$ cat config.mk
export PLATFORM = sky130hd
export DESIGN_NAME = keypad_minute_entry
export DESIGN_NICKNAME = d
export VERILOG_FILES = /design/src/rtl/keypad_minute_entry.sv
export SDC_FILE = /design/constraint.sdc
export NUM_CORES = 1
export LEC_CHECK = 0
export CAP_MARGIN = 15
export CORE_ASPECT_RATIO = 0.8
export CORE_MARGIN = 2
export CORE_UTILIZATION = 50
export DETAILED_ROUTE_END_ITERATION = 7
export PLACE_DENSITY = 0.71
export SYNTH_ARGS = -nofsm -noshare
export SYNTH_HDL_FRONTEND = slang
export SYNTH_SLANG_ARGS = --single-unit
$ cat constraint.sdc
create_clock -name clk -period 3.4 [get_ports clk]
set_clock_uncertainty 0.2 [all_clocks]
set_input_delay 1.02 -clock clk [delete_from_list [all_inputs] [get_ports clk]]
set_output_delay 1.02 -clock clk [all_outputs]
set_load 0.01 [all_outputs]
$ cat src/rtl/keypad_minute_entry.sv
// Debounces keypad scanner codes and runs a '*'-digits-'#' entry FSM.
// On commit it issues a one-cycle load of the clamped minute value.
// Define ENTRY_TIMEOUT_EN to abandon an idle entry after TIMEOUT_CYCLES.
module keypad_minute_entry #(
    parameter logic [15:0] DEBOUNCE_CYCLES = 16'd4000,
    parameter logic [6:0]  MAX_MINUTE      = 7'd99,
    parameter logic [23:0] TIMEOUT_CYCLES  = 24'd12_000_000
) (
    input  logic       clk,
    input  logic       rst,
    input  logic [3:0] key,
    output logic       load,
    output logic [6:0] load_minute,
    output logic       entry_active,
    output logic [7:0] entry_bcd,
    output logic [1:0] digit_count
);

    localparam logic [1:0] ST_IDLE   = 2'd0;
    localparam logic [1:0] ST_ENTRY  = 2'd1;
    localparam logic [1:0] ST_COMMIT = 2'd2;

    localparam logic [3:0] KEY_STAR = 4'd10;
    localparam logic [3:0] KEY_HASH = 4'd11;
    localparam logic [3:0] KEY_NONE = 4'hF;

    logic [3:0]  cand_q, cand_d;
    logic [15:0] cnt_q, cnt_d;
    logic [3:0]  stable_q, stable_d;
    logic        armed_q, armed_d;
    logic        settled;
    logic        press;

    logic [1:0]  state_q, state_d;
    logic [7:0]  bcd_q, bcd_d;
    logic [1:0]  count_q, count_d;
    logic [6:0]  minute_q, minute_d;
    logic [6:0]  raw_minute;

`ifdef ENTRY_TIMEOUT_EN
    logic [23:0] tmo_q, tmo_d;
    logic        expired;
    assign expired = (state_q == ST_ENTRY) && (tmo_q == TIMEOUT_CYCLES - 24'd1);
`endif

    assign settled = (cnt_q == DEBOUNCE_CYCLES - 16'd1);

    // NOTE: every always_comb output gets a default first so no path infers a latch.
    always_comb begin
        cand_d   = cand_q;
        cnt_d    = cnt_q;
        stable_d = stable_q;
        armed_d  = armed_q;
        press    = 1'b0;
        if (key != cand_q) begin
            cand_d = key;
            cnt_d  = 16'd0;
        end else if (!settled) begin
            cnt_d = cnt_q + 16'd1;
        end
        // Only a transition of the stable code can fire or re-arm; 12-14 do neither.
        if (settled && (cand_q != stable_q)) begin
            stable_d = cand_q;
            if (cand_q == KEY_NONE) begin
                armed_d = 1'b1;
            end else if ((cand_q <= KEY_HASH) && armed_q) begin
                press   = 1'b1;
                armed_d = 1'b0;
            end
        end
    end

    assign raw_minute = 7'({3'b000, bcd_q[7:4]} * 7'd10) + {3'b000, bcd_q[3:0]};

    always_comb begin
        state_d  = state_q;
        bcd_d    = bcd_q;
        count_d  = count_q;
        minute_d = minute_q;
        case (state_q)
            ST_IDLE: begin
                if (press && (cand_q == KEY_STAR)) begin
                    state_d = ST_ENTRY;
                    bcd_d   = 8'h00;
                    count_d = 2'd0;
                end
            end
            ST_ENTRY: begin
                if (press) begin
                    if (cand_q <= 4'd9) begin
                        bcd_d = {bcd_q[3:0], cand_q};
                        if (count_q != 2'd2) count_d = count_q + 2'd1;
                    end else if (cand_q == KEY_STAR) begin
                        bcd_d   = 8'h00;
                        count_d = 2'd0;
                    end else if (count_q == 2'd0) begin
                        state_d = ST_IDLE;
                    end else begin
                        state_d  = ST_COMMIT;
                        minute_d = (raw_minute > MAX_MINUTE) ? MAX_MINUTE : raw_minute;
                    end
                end
`ifdef ENTRY_TIMEOUT_EN
                else if (expired) begin
                    state_d = ST_IDLE;
                    bcd_d   = 8'h00;
                    count_d = 2'd0;
                end
`endif
            end
            ST_COMMIT: state_d = ST_IDLE;
            default:   state_d = ST_IDLE;
        endcase
    end

`ifdef ENTRY_TIMEOUT_EN
    always_comb begin
        tmo_d = 24'd0;
        if ((state_q == ST_ENTRY) && !press && !expired) tmo_d = tmo_q + 24'd1;
    end
`endif

    // NOTE: sequential state uses non-blocking assignments only, so all registers update together.
    always_ff @(posedge clk) begin
        if (rst) begin
            cand_q   <= KEY_NONE;
            cnt_q    <= 16'd0;
            stable_q <= KEY_NONE;
            armed_q  <= 1'b1;
            state_q  <= ST_IDLE;
            bcd_q    <= 8'h00;
            count_q  <= 2'd0;
            minute_q <= 7'd0;
        end else begin
            cand_q   <= cand_d;
            cnt_q    <= cnt_d;
            stable_q <= stable_d;
            armed_q  <= armed_d;
            state_q  <= state_d;
            bcd_q    <= bcd_d;
            count_q  <= count_d;
            minute_q <= minute_d;
        end
    end

`ifdef ENTRY_TIMEOUT_EN
    always_ff @(posedge clk) begin
        if (rst) tmo_q <= 24'd0;
        else     tmo_q <= tmo_d;
    end
`endif

    assign load         = (state_q == ST_COMMIT);
    assign load_minute  = minute_q;
    assign entry_active = (state_q == ST_ENTRY);
    assign entry_bcd    = bcd_q;
    assign digit_count  = count_q;

endmodule

# Word level (Yosys, flattened, before mapping)
# Cells that the tools add are included.
dict set report word_totals {
  register_bits 44
  latch_bits 0
  mem_bits_rw 0
  mem_bits_ro 0
  input_bits 6
  out_inout_bits 19
  elab_cells 68
  n_memories 0
}
dict set report op_classes {
  add_sub_neg 3
  n_mul 1
  div_mod_pow 0
  n_lt_le_gt_ge 3
  n_eq_ne 14
  shift 0
  muxes 23
  bitwise 3
  n_reduce_logical 13
}
# operator count
set ops {}
lappend ops {{$mux 8} 4}
lappend ops {{$mux 2} 10}
lappend ops {{$add 16x1->16 const B} 1}
lappend ops {{$eq 16x12->1 const B} 1}
lappend ops {{$pmux 8 s2} 1}
lappend ops {{$reduce_and 5->1} 2}
lappend ops {{$eq 4x4->1 const B} 2}
lappend ops {{$le 4x4->1 const B} 2}
lappend ops {{$ne 2x2->1 const B} 4}
lappend ops {{$ne 4x4->1} 2}
lappend ops {{$pmux 2 s2} 2}
lappend ops {{$reduce_and 4->1} 2}
lappend ops {{$add 7x4->7} 1}
lappend ops {{$gt 7x7->1 const B} 1}
lappend ops {{$mux 7} 1}
lappend ops {{$mul 4x3->6 const B} 1}
lappend ops {{$mux 1} 5}
lappend ops {{$logic_not 2->1} 2}
lappend ops {{$reduce_bool 2->1} 2}
lappend ops {{$logic_and 1x1->1} 3}
lappend ops {{$ne 3x1->1 const B} 1}
lappend ops {{$ne 3x2->1 const B} 1}
lappend ops {{$not 1->1} 3}
lappend ops {{$add 2x1->2 const B} 1}
lappend ops {{5 further kinds} 5}

# Depth between registers and ports, before layout
# Gate-level depths: netlist of the first run.
dict set report logic_depth {
  word_depth 8
  depth_mapped 9
  ltp_nobuf 9
}

# Least setup slack after synthesis of the first run
# No wires, ideal clock.
dict set report synth_timing {
  kind {register to register}
  from {register bcd_q[5], in the netlist entry_bcd[5]}
  to {register minute_q[0], in the netlist load_minute[0]}
  setup_time_ps 91
  t_arrival_ps 2210
  t_required_ps 3109
  setup_slack_ps 899
  stages_incl_launch_ff 9
  path_buffers 0
  period_less_slack_ps 2501
  cell_sequence {dfxtp_1 ha_1 ha_1 inv_1 fa_1 nand2b_1 o41ai_1 o21ai_0 a311oi_1}
}
dict set report synth_between {
  elab_chain_len 4
}
# item line
set synth_lines {}
lappend synth_lines {{start, declared} 35} ;# logic [7:0] bcd_q, bcd_d;
lappend synth_lines {{start signal, assigned} 131} ;# bcd_q <= 8'h00;
lappend synth_lines {{start signal, assigned} 140} ;# bcd_q <= bcd_d;
lappend synth_lines {{$mul 4x3->6} 73} ;# assign raw_minute = 7'({3'b000, bcd_q[7:4]} * 7'd10) + {3'b000, bcd_q[3:0]};
lappend synth_lines {{$add 7x4->7} 73}
lappend synth_lines {{$gt 7x7->1} 100} ;# minute_d = (raw_minute > MAX_MINUTE) ? MAX_MINUTE : raw_minute;
lappend synth_lines {{$mux 7} 100}
lappend synth_lines {{end signal, assigned} 142} ;# minute_q <= minute_d;
lappend synth_lines {{end, declared} 37} ;# logic [6:0] minute_q, minute_d;
# No other way between the ends.
# A chain may end at the register's enable or synchronous reset.

# Worst setup path after layout of the first run
dict set report layout_timing {
  from {register state_q[0]}
  to {output entry_active}
}
dict set report layout_between {
  elab_chain_len 1
}
# item line
set layout_lines {}
lappend layout_lines {{start, declared} 34} ;# logic [1:0] state_q, state_d;
lappend layout_lines {{start signal, assigned} 139} ;# state_q <= state_d;
lappend layout_lines {{$eq 2x1->1} 155} ;# assign entry_active = (state_q == ST_ENTRY);
lappend layout_lines {{end, declared} 14} ;# output logic entry_active,
# No other way between the ends.

==> impl_metrics.py, run 1 <==
metrics = {
    "place": {
        "dp_slack_ps": 564.7,
        "dp_hpwl_um": 3338,
        "finalWeightedCongestion": 0.8808,
        "portBuffers": 24,
        "dpl_cell_area_um2": 2577,
        "placedCellCount": 337,
    },
    "finish": {
        "seq_area_um2": 880.8,
        "fin_cells": 344,
        "design_area_um2": 2674,
        "drive_above_1_share": 0.09059,
        "layout.cells.most_common": "dfxtp_1",
        "syn_to_final_growth_pct": 17.29,
        "fin_nets": 305,
        "diodes": 0,
        "multiInputGateArea_um2": 1299,
        "final_cell_mix": "44 x dfxtp_1, 24 x clkdlybuf4s50_1, 23 x nand3_1",
        "num-fill-cells": 381,
    },
    "worst_setup_path": {
        "critPathTopFamily": "buffers and inverters",
        "worstPathRequired_ps": 2180,
        "cp_data_arrival_time_ps": 1710,
        "endpoint_kind": "output port",
        "path_cells": "nor2b_1 -> clkdlybuf4s50_1",
        "crit_buf_inv": 1,
        "path_class": "flop to output port",
        "cp_slowest_cell": "clkdlybuf4s50_1",
        "max_stage_delay_ps": 620,
        "crit_fanout": 7,
        "cp-start-kind": "flop",
    },
    "die": {
        "dieArea_um2": 5119,
        "core_um2": 4283,
        "die_y_um": 64.40,
        "start_util": 0.5323,
        "fp.dieW_um": 79.50,
        "io_pins": 25,
        "row_count": 21,
    },
    "global_route": {
        "grt_pass1_vias": 1725,
        "grt_pass1_wl_um": 7886,
        "track_usage": 0.1955,
        "antenna_found_initial": 0,
        "gr-total-overflow": 0,
        "grt_max_degree": 23,
    },
    "timing": {
        "holdWs_ps": 286.6,
        "finalSetupViolCount": 0,
        "worst_pin_slew_ps": 801.5,
        "rsz0062_at_grt": "false",
        "period_share": 0.8616,
        "fmax_mhz": 341.3,
        "max-slew-margin-rel": 0.4612,
        "fin_ws_ps": 470.4,
        "final.setup.tns_ps": 0,
        "slew_violations": 0,
        "fin_crit_ps": 2930,
        "final_hold_viol_count": 0,
    },
    "detailed_routing": {
        "ant_nets": 0,
        "vias": 1864,
        "dr.first_iter.drc_count": 102,
        "dr.pass1.iters": 4,
        "drc_errors": 0,
        "wire_per_inst_um": 13.31,
        "routed_wl_um": 4579,
        "detail_route.vias_per_cell": 5.419,
    },
    "yosys": {
        "ys_warn_count": 0,
        "synth_top_cells_by_area": "dfxtp_1 39%, ha_1 5.5%, nand3_1 5.0%",
        "synth_top_area_frac": 0.3864,
        "syn_area_um2": 2280,
        "synth_area_leader_cell": "dfxtp_1",
        "synth.distinct_cells": 40,
        "synthCells": 263,
        "syn_avg_cell_area_um2": 8.668,
        "synthFlopType": "dfxtp_1",
        "ys_seq_elements": 44,
        "syn_nets": 281,
        "synth_edf_count": 0,
        "synthArstFlopShare": 0,
        "ys_seq_area_frac": 0.3864,
    },
    "clock_tree": {
        "clockBufferDepth": 2,
        "cts_buffers": 5,
        "path_clk_slew_ps": 80,
        "clkLatencyLatePin_ps": 290,
        "post-cts-setup-buffers": 0,
        "cts_tree": "yes",
        "cts_max_level": 2,
        "cts_sinks": 44,
        "cts_root_buf": "clkbuf_8",
        "hold_buffers": 0,
        "cts_resized": 0,
    },
    "power_and_ir_drop": {
        "ir_worst_vdd_mv": 0.2364,
        "p_leak_nw": 0.9110,
        "power_density_nw_per_um2": 337.3,
    },
    "outcome": {
        "status": "finished clean",
    },
    "run": {
        "cap_violations": 0,
    },
    "worst_hold_path": {
        "hp-class": "flop to flop",
    },
}
[flip-flops by register name (all words and copies together) (netlist names)]
| signal | count |
|---|---|
| cnt_q | 16 |
| entry_bcd | 8 |
| load_minute | 7 |
| cand_q | 4 |
| stable_q | 4 |
| digit_count | 2 |
| state_q | 2 |
| armed_q | 1 |
[synth_stat cells (all sizes together) (3+ instances only)]
library cell and count:
xor2 13, and2 6, inv 15, nor4 6, o21ai 8, or4 3, a21oi 16, nor2 20
nand2b 11, xnor2 12, ha 10, nand3 23, dfxtp 44, nand4 7, a211oi 3, nand2 17
or2 5, nor3 6, clkbuf 9
[worst reg2reg max path: stages, from the launching register on]
cell and delay [ps]:
dfxtp_1 360, or4_4 540, or4_1 740, nor4_2 590, nor3b_1 100, a41o_1 210
[final cells by class]
cell class,count,share of cell area
multi-input combinational,193,0.4857
sequential,44,0.3294
timing repair buffer,28,0.1011
clock buffer,7,0.03603
tap,57,0.02667
inverter,15,0.02106
[final timing paths]
path         slack, ps  cells past startpoint        start              to
min reg2reg        290                      2  stable_q[1]     stable_q[1]
min                290                      2  stable_q[1]     stable_q[1]
max                470                      2   state_q[0]    entry_active
max reg2reg        560                      5     cnt_q[5]  load_minute[4]
[power by group]
| group | switching, mW | internal, mW | total [mW] |
|---|---|---|---|
| combinational | 0.0194 | 0.0151 | 0.0345 |
| sequential | 0.00712 | 0.518 | 0.525 |
| clock | 0.162 | 0.181 | 0.343 |
| total | 0.188 | 0.714 | 0.902 |
[kinds of logic (layout without fill, tap and decap cells)]
logic type,count (synthesis),count (layout),synth area share
XOR/XNOR,25,25,0.09605
multiplexers,2,2,0.008782
buffers and inverters,26,50,0.04391
flip-flops,44,44,0.3864
AND/OR/NAND/NOR,115,115,0.2854
adder cells (fa/ha/maj),12,12,0.07245
AO/OA/AOI/OAI,39,39,0.1070
[per-layer routing]
layer,share of wire,GRT usage,vias up,wire [um]
met5,0,0,-,0
met3,0.041,0.05085,2,189
met4,0.0033,0.04526,0,15
met2,0.40,0.2647,36,1836
met1,0.55,0.3039,862,2537
li1,-,-,964,-
[metrics by stage]
stage / utilization / power, mW
3_3_place_gp: 0.6018 / 0.5709
2_1_floorplan: - / 0.5576
3_5_place_dp: 0.6018 / 0.5710
4_1_cts: 0.6243 / 0.9135
6_report: 0.6243 / 0.9019
5_1_grt: 0.6243 / 0.9389
(Power assumes the default switching activity.)
==> run 2: changes to the inputs <==
--- a/config.mk
+++ b/config.mk
@@ -10,7 +10,9 @@
 export CORE_MARGIN = 2
 export CORE_UTILIZATION = 50
 export DETAILED_ROUTE_END_ITERATION = 7
+export GPL_TIMING_DRIVEN = 0
 export PLACE_DENSITY = 0.71
+export SLEW_MARGIN = 20
 export SYNTH_ARGS = -nofsm -noshare
 export SYNTH_HDL_FRONTEND = slang
 export SYNTH_SLANG_ARGS = --single-unit
==> run 2 against run 1 <==
Compared with the run above:
- sequential share of layout area decreased by 0.18 points
- largest power group unchanged
- critical path depth unchanged
- core utilization increased by 0.35 points
- clock power about the same
- sequential power decreased by 1%
- combinational power increased by 18%
- non-clock buffer count increased by 7
- clock-buffer cell count decreased by 1
- global-route usage increased by 0.66 points
- highest routed layer unchanged
- cell count increased by 2.3%
- critical endpoint unchanged
==> impl_metrics.py, run 2 (synthesis results as in run 1) <==
metrics = {
    "global_route": {
        "gr-total-overflow": 0,
        "grt_pass1_wl_um": 8273,
        "track_usage": 0.2020,
        "antenna_found_initial": 0,
        "grt_pass1_vias": 1785,
        "grt_max_degree": 15,
    },
    "detailed_routing": {
        "wire_per_inst_um": 13.23,
        "routed_wl_um": 4658,
        "vias": 1918,
        "dr.pass1.iters": 4,
        "drc_errors": 0,
        "ant_nets": 0,
        "detail_route.vias_per_cell": 5.449,
        "dr.first_iter.drc_count": 117,
    },
    "timing": {
        "fmax_mhz": 337.9,
        "period_share": 0.8704,
        "finalSetupViolCount": 0,
        "fin_crit_ps": 2959,
        "final.setup.tns_ps": 0,
        "final_hold_viol_count": 0,
        "slew_violations": 0,
        "max-slew-margin-rel": 0.2560,
        "worst_pin_slew_ps": 1106,
        "rsz0062_at_grt": "false",
        "holdWs_ps": 276.9,
    },
    "worst_setup_path": {
        "path_cells": "nor2b_1 -> clkdlybuf4s50_1",
        "cp_data_arrival_time_ps": 1740,
        "cp-start-kind": "flop",
        "endpoint_kind": "output port",
        "crit_fanout": 7,
        "max_stage_delay_ps": 610,
        "worstPathRequired_ps": 2180,
        "cp_slowest_cell": "clkdlybuf4s50_1",
        "path_class": "flop to output port",
    },
    "die": {
        "dieArea_um2": 5119,
        "fp.dieW_um": 79.50,
        "row_count": 21,
        "start_util": 0.5323,
        "core_um2": 4283,
        "io_pins": 25,
        "die_y_um": 64.40,
    },
    "finish": {
        "fin_cells": 352,
        "syn_to_final_growth_pct": 17.95,
        "final_cell_mix": "44 x dfxtp_1, 24 x clkdlybuf4s50_1, 23 x nand3_1",
        "fin_nets": 312,
        "top_register": "cnt_q",
        "layout.cells.most_common": "dfxtp_1",
        "largest_reg_flops": 16,
        "drive_above_1_share": 0.08475,
        "diodes": 0,
    },
    "clock_tree": {
        "hold_buffers": 0,
        "cts_tree": "yes",
        "cts_root_buf": "clkbuf_8",
        "path_clk_slew_ps": 80,
        "cts_max_level": 2,
        "cts_buffers": 5,
        "clockBufferDepth": 2,
        "post-cts-setup-buffers": 0,
        "cts_resized": 0,
        "cts_sinks": 44,
        "clkLatencyLatePin_ps": 290,
    },
    "run": {
        "cap_violations": 0,
    },
    "place": {
        "dp_hpwl_um": 3504,
        "finalWeightedCongestion": 0.8485,
        "portBuffers": 24,
        "placedCellCount": 344,
    },
    "power_and_ir_drop": {
        "power_density_nw_per_um2": 335.4,
        "p_leak_nw": 0.9060,
        "ir_worst_vdd_mv": 0.3707,
        "power_uw": 901.8,
    },
    "worst_hold_path": {
        "hp-class": "flop to flop",
    },
    "outcome": {
        "status": "finished clean",
    },
}
[run 2: path summary, 6_finish.rpt]
kind                   from             end  slack, ps  cells past startpoint
min reg2reg  load_minute[2]  load_minute[2]        280                      2
max reg2reg    entry_bcd[5]  load_minute[0]        620                      9
min          load_minute[2]  load_minute[2]        280                      2
max              state_q[0]    entry_active        440                      2
[run 2: cell type report]
type | count | area (um2)
Sequential cell | 44 | 880.8
Buffer | 11 | 43.79
Clock inverter | 2 | 15.01
Clock buffer | 6 | 82.58
Fill cell | 389 | 1594
Timing Repair Buffer | 24 | 240.2
Tap cell | 57 | 71.32
Inverter | 15 | 56.30
Multi-Input combinational cell | 193 | 1299
[run 2: per-layer routing]
metal	share of wire	up-vias	wire length [um]	GRT usage
met1	0.55	886	2574	0.3095
li1	-	983	-	-
met3	0.043	4	198	0.04237
met5	0	-	0	0
met4	0.0047	0	22	0.04095
met2	0.40	45	1863	0.2889
[run 2: through the flow]
stage,setup WS [ps],util,cell area (um2)
finish,440.7,0.6278,2689
global route,350.0,0.6278,2689
CTS,431.9,0.6278,2689
detailed placement,537.7,0.6050,2591
global placement,523.1,0.6050,2591
floorplan,899.0,-,2280
[run 2: report_power, final]
group          internal (mW)  switching (mW)  leakage [nW]
clock network          0.164           0.177        0.0434
logic                 0.0154          0.0252         0.507
registers              0.518         0.00218         0.356
total                  0.697           0.204         0.906
[run 2: critical path: cells and delay by family (launching register included)]
family | cells | cell delay [ps]
buffers and inverters | 1 | 610
flip-flops | 1 | 460
AND/OR/NAND/NOR | 1 | 370
==> run 3: changes to the inputs <==
--- a/config.mk
+++ b/config.mk
@@ -8,10 +8,10 @@
 export CAP_MARGIN = 15
 export CORE_ASPECT_RATIO = 0.8
 export CORE_MARGIN = 2
-export CORE_UTILIZATION = 50
+export CORE_UTILIZATION = 30
 export DETAILED_ROUTE_END_ITERATION = 7
 export GPL_TIMING_DRIVEN = 0
-export PLACE_DENSITY = 0.71
+export PLACE_DENSITY = 0.47
 export SLEW_MARGIN = 20
 export SYNTH_ARGS = -nofsm -noshare
 export SYNTH_HDL_FRONTEND = slang
==> run 3 against run 2 <==
Compared with the run above:
- sequential cell count unchanged
- critical path depth unchanged
- worst setup slack improved by 3.6 ps
- largest power group unchanged
- global-route usage decreased by 6.6 points
- register-to-register slack about the same
- routed wire length increased by 11%
- first-iteration DRC count decreased by 53%
- final area increased by 2.6%
- combinational power increased by 1%
- clock power increased by 17%
==> impl_metrics.py, run 3 (synthesis results as in run 1) <==
metrics = {
    "place": {
        "dp_hpwl_um": 3881,
        "portBuffers": 24,
        "finalWeightedCongestion": 0.7690,
        "placedCellCount": 392,
    },
    "global_route": {
        "grt_pass1_wl_um": 8769,
        "track_usage": 0.1356,
        "grt_max_degree": 14,
        "gr-total-overflow": 0,
        "grt_pass1_vias": 1726,
        "antenna_found_initial": 0,
    },
    "die": {
        "start_util": 0.3084,
        "fp.dieW_um": 101.5,
        "dieArea_um2": 8317,
        "row_count": 28,
        "die_y_um": 81.97,
        "io_pins": 25,
        "core_um2": 7392,
    },
    "timing": {
        "fmax_mhz": 338.3,
        "final_hold_viol_count": 0,
        "final.setup.tns_ps": 0,
        "period_share": 0.8693,
        "fin_crit_ps": 2956,
        "slew_violations": 0,
        "worst_pin_slew_ps": 943.1,
        "max-slew-margin-rel": 0.3654,
        "rsz0062_at_grt": "false",
        "holdWs_ps": 282.9,
        "finalSetupViolCount": 0,
    },
    "clock_tree": {
        "cts_tree": "yes",
        "clockBufferDepth": 2,
        "clkLatencyLatePin_ps": 300,
        "hold_buffers": 0,
        "cts_root_buf": "clkbuf_8",
        "path_clk_slew_ps": 80,
        "post-cts-setup-buffers": 0,
        "cts_resized": 0,
        "cts_buffers": 5,
        "cts_sinks": 44,
        "cts_max_level": 2,
    },
    "finish": {
        "fin_nets": 312,
        "num-fill-cells": 776,
        "multiInputGateArea_um2": 1299,
        "diodes": 0,
        "syn_to_final_growth_pct": 21.02,
        "seq_area_um2": 880.8,
        "fin_cells": 400,
        "largest_reg_flops": 16,
        "final_cell_mix": "44 x dfxtp_1, 24 x clkdlybuf4s50_1, 23 x nand3_1",
        "top_register": "cnt_q",
        "layout.cells.most_common": "dfxtp_1",
        "drive_above_1_share": 0.08136,
    },
    "worst_setup_path": {
        "crit_buf_inv": 1,
        "endpoint_kind": "output port",
        "cp_slowest_cell": "clkdlybuf4s50_1",
        "rrSetupSlack_ps": 630,
        "critPathTopFamily": "buffers and inverters",
        "worstPathRequired_ps": 2180,
        "path_cells": "nor2b_1 -> clkdlybuf4s50_1",
        "max_stage_delay_ps": 610,
        "path_class": "flop to output port",
        "cp-start-kind": "flop",
        "cp_data_arrival_time_ps": 1740,
        "crit_fanout": 7,
    },
    "worst_hold_path": {
        "hp-class": "flop to flop",
    },
    "detailed_routing": {
        "ant_nets": 0,
        "routed_wl_um": 5191,
        "dr.first_iter.drc_count": 55,
        "dr.pass1.iters": 5,
        "detail_route.vias_per_cell": 4.698,
        "drc_errors": 0,
        "vias": 1879,
        "wire_per_inst_um": 12.98,
    },
    "power_and_ir_drop": {
        "power_uw": 960.0,
        "power_density_nw_per_um2": 348.0,
        "p_leak_nw": 0.9178,
        "ir_worst_vdd_mv": 0.1276,
    },
    "outcome": {
        "status": "finished clean",
    },
    "run": {
        "cap_violations": 0,
    },
}
## run 3: worst reg2reg max path, stage by stage (launching register included)
cell,delay (ps)
dfxtp_1,400
ha_1,320
ha_1,140
inv_1,50
fa_1,370
xnor2_1,420
o221ai_1,220
o41ai_1,110
o21ai_0,200
a311oi_1,280
## run 3: routing by layer
layer  GRT usage  share of wire
met5           0              0
met1      0.2154           0.58
met2      0.1775           0.37
met4     0.03649         0.0075
met3     0.03064          0.039
## run 3: layout make-up
type                            instances  share of cell area
Multi-Input combinational cell        193              0.4707
Sequential cell                        44              0.3193
Timing Repair Buffer                   24             0.08707
Tap cell                              105             0.04762
Clock buffer                            6             0.02630
Inverter                               15             0.02041
Buffer                                 11             0.01587
Clock inverter                          2             0.01270
## run 3: path summary, 6_finish.rpt
path | startpoint | to | depth (start not counted)
worst max-delay path | state_q[0] | entry_active | 2
worst min-delay path | load_minute[2] | load_minute[2] | 2
worst min register to register | load_minute[2] | load_minute[2] | 2
worst max register to register | entry_bcd[5] | load_minute[0] | 9
## run 3: metrics by stage
step,utilization,setup WS (ps),cell area (um2)
after global routing,0.3732,324.3,2759
after CTS,0.3732,391.8,2759
after detailed placement,0.3587,463.9,2651
after floorplan,-,899.0,2280
final,0.3732,444.3,2759
after global placement,0.3587,443.4,2651
## run 3: where the power goes
part	switching (mW)	internal (mW)	leakage, nW
registers	0.00206	0.518	0.356
logic	0.0256	0.0154	0.507
clock network	0.181	0.218	0.0552
total	0.209	0.751	0.918
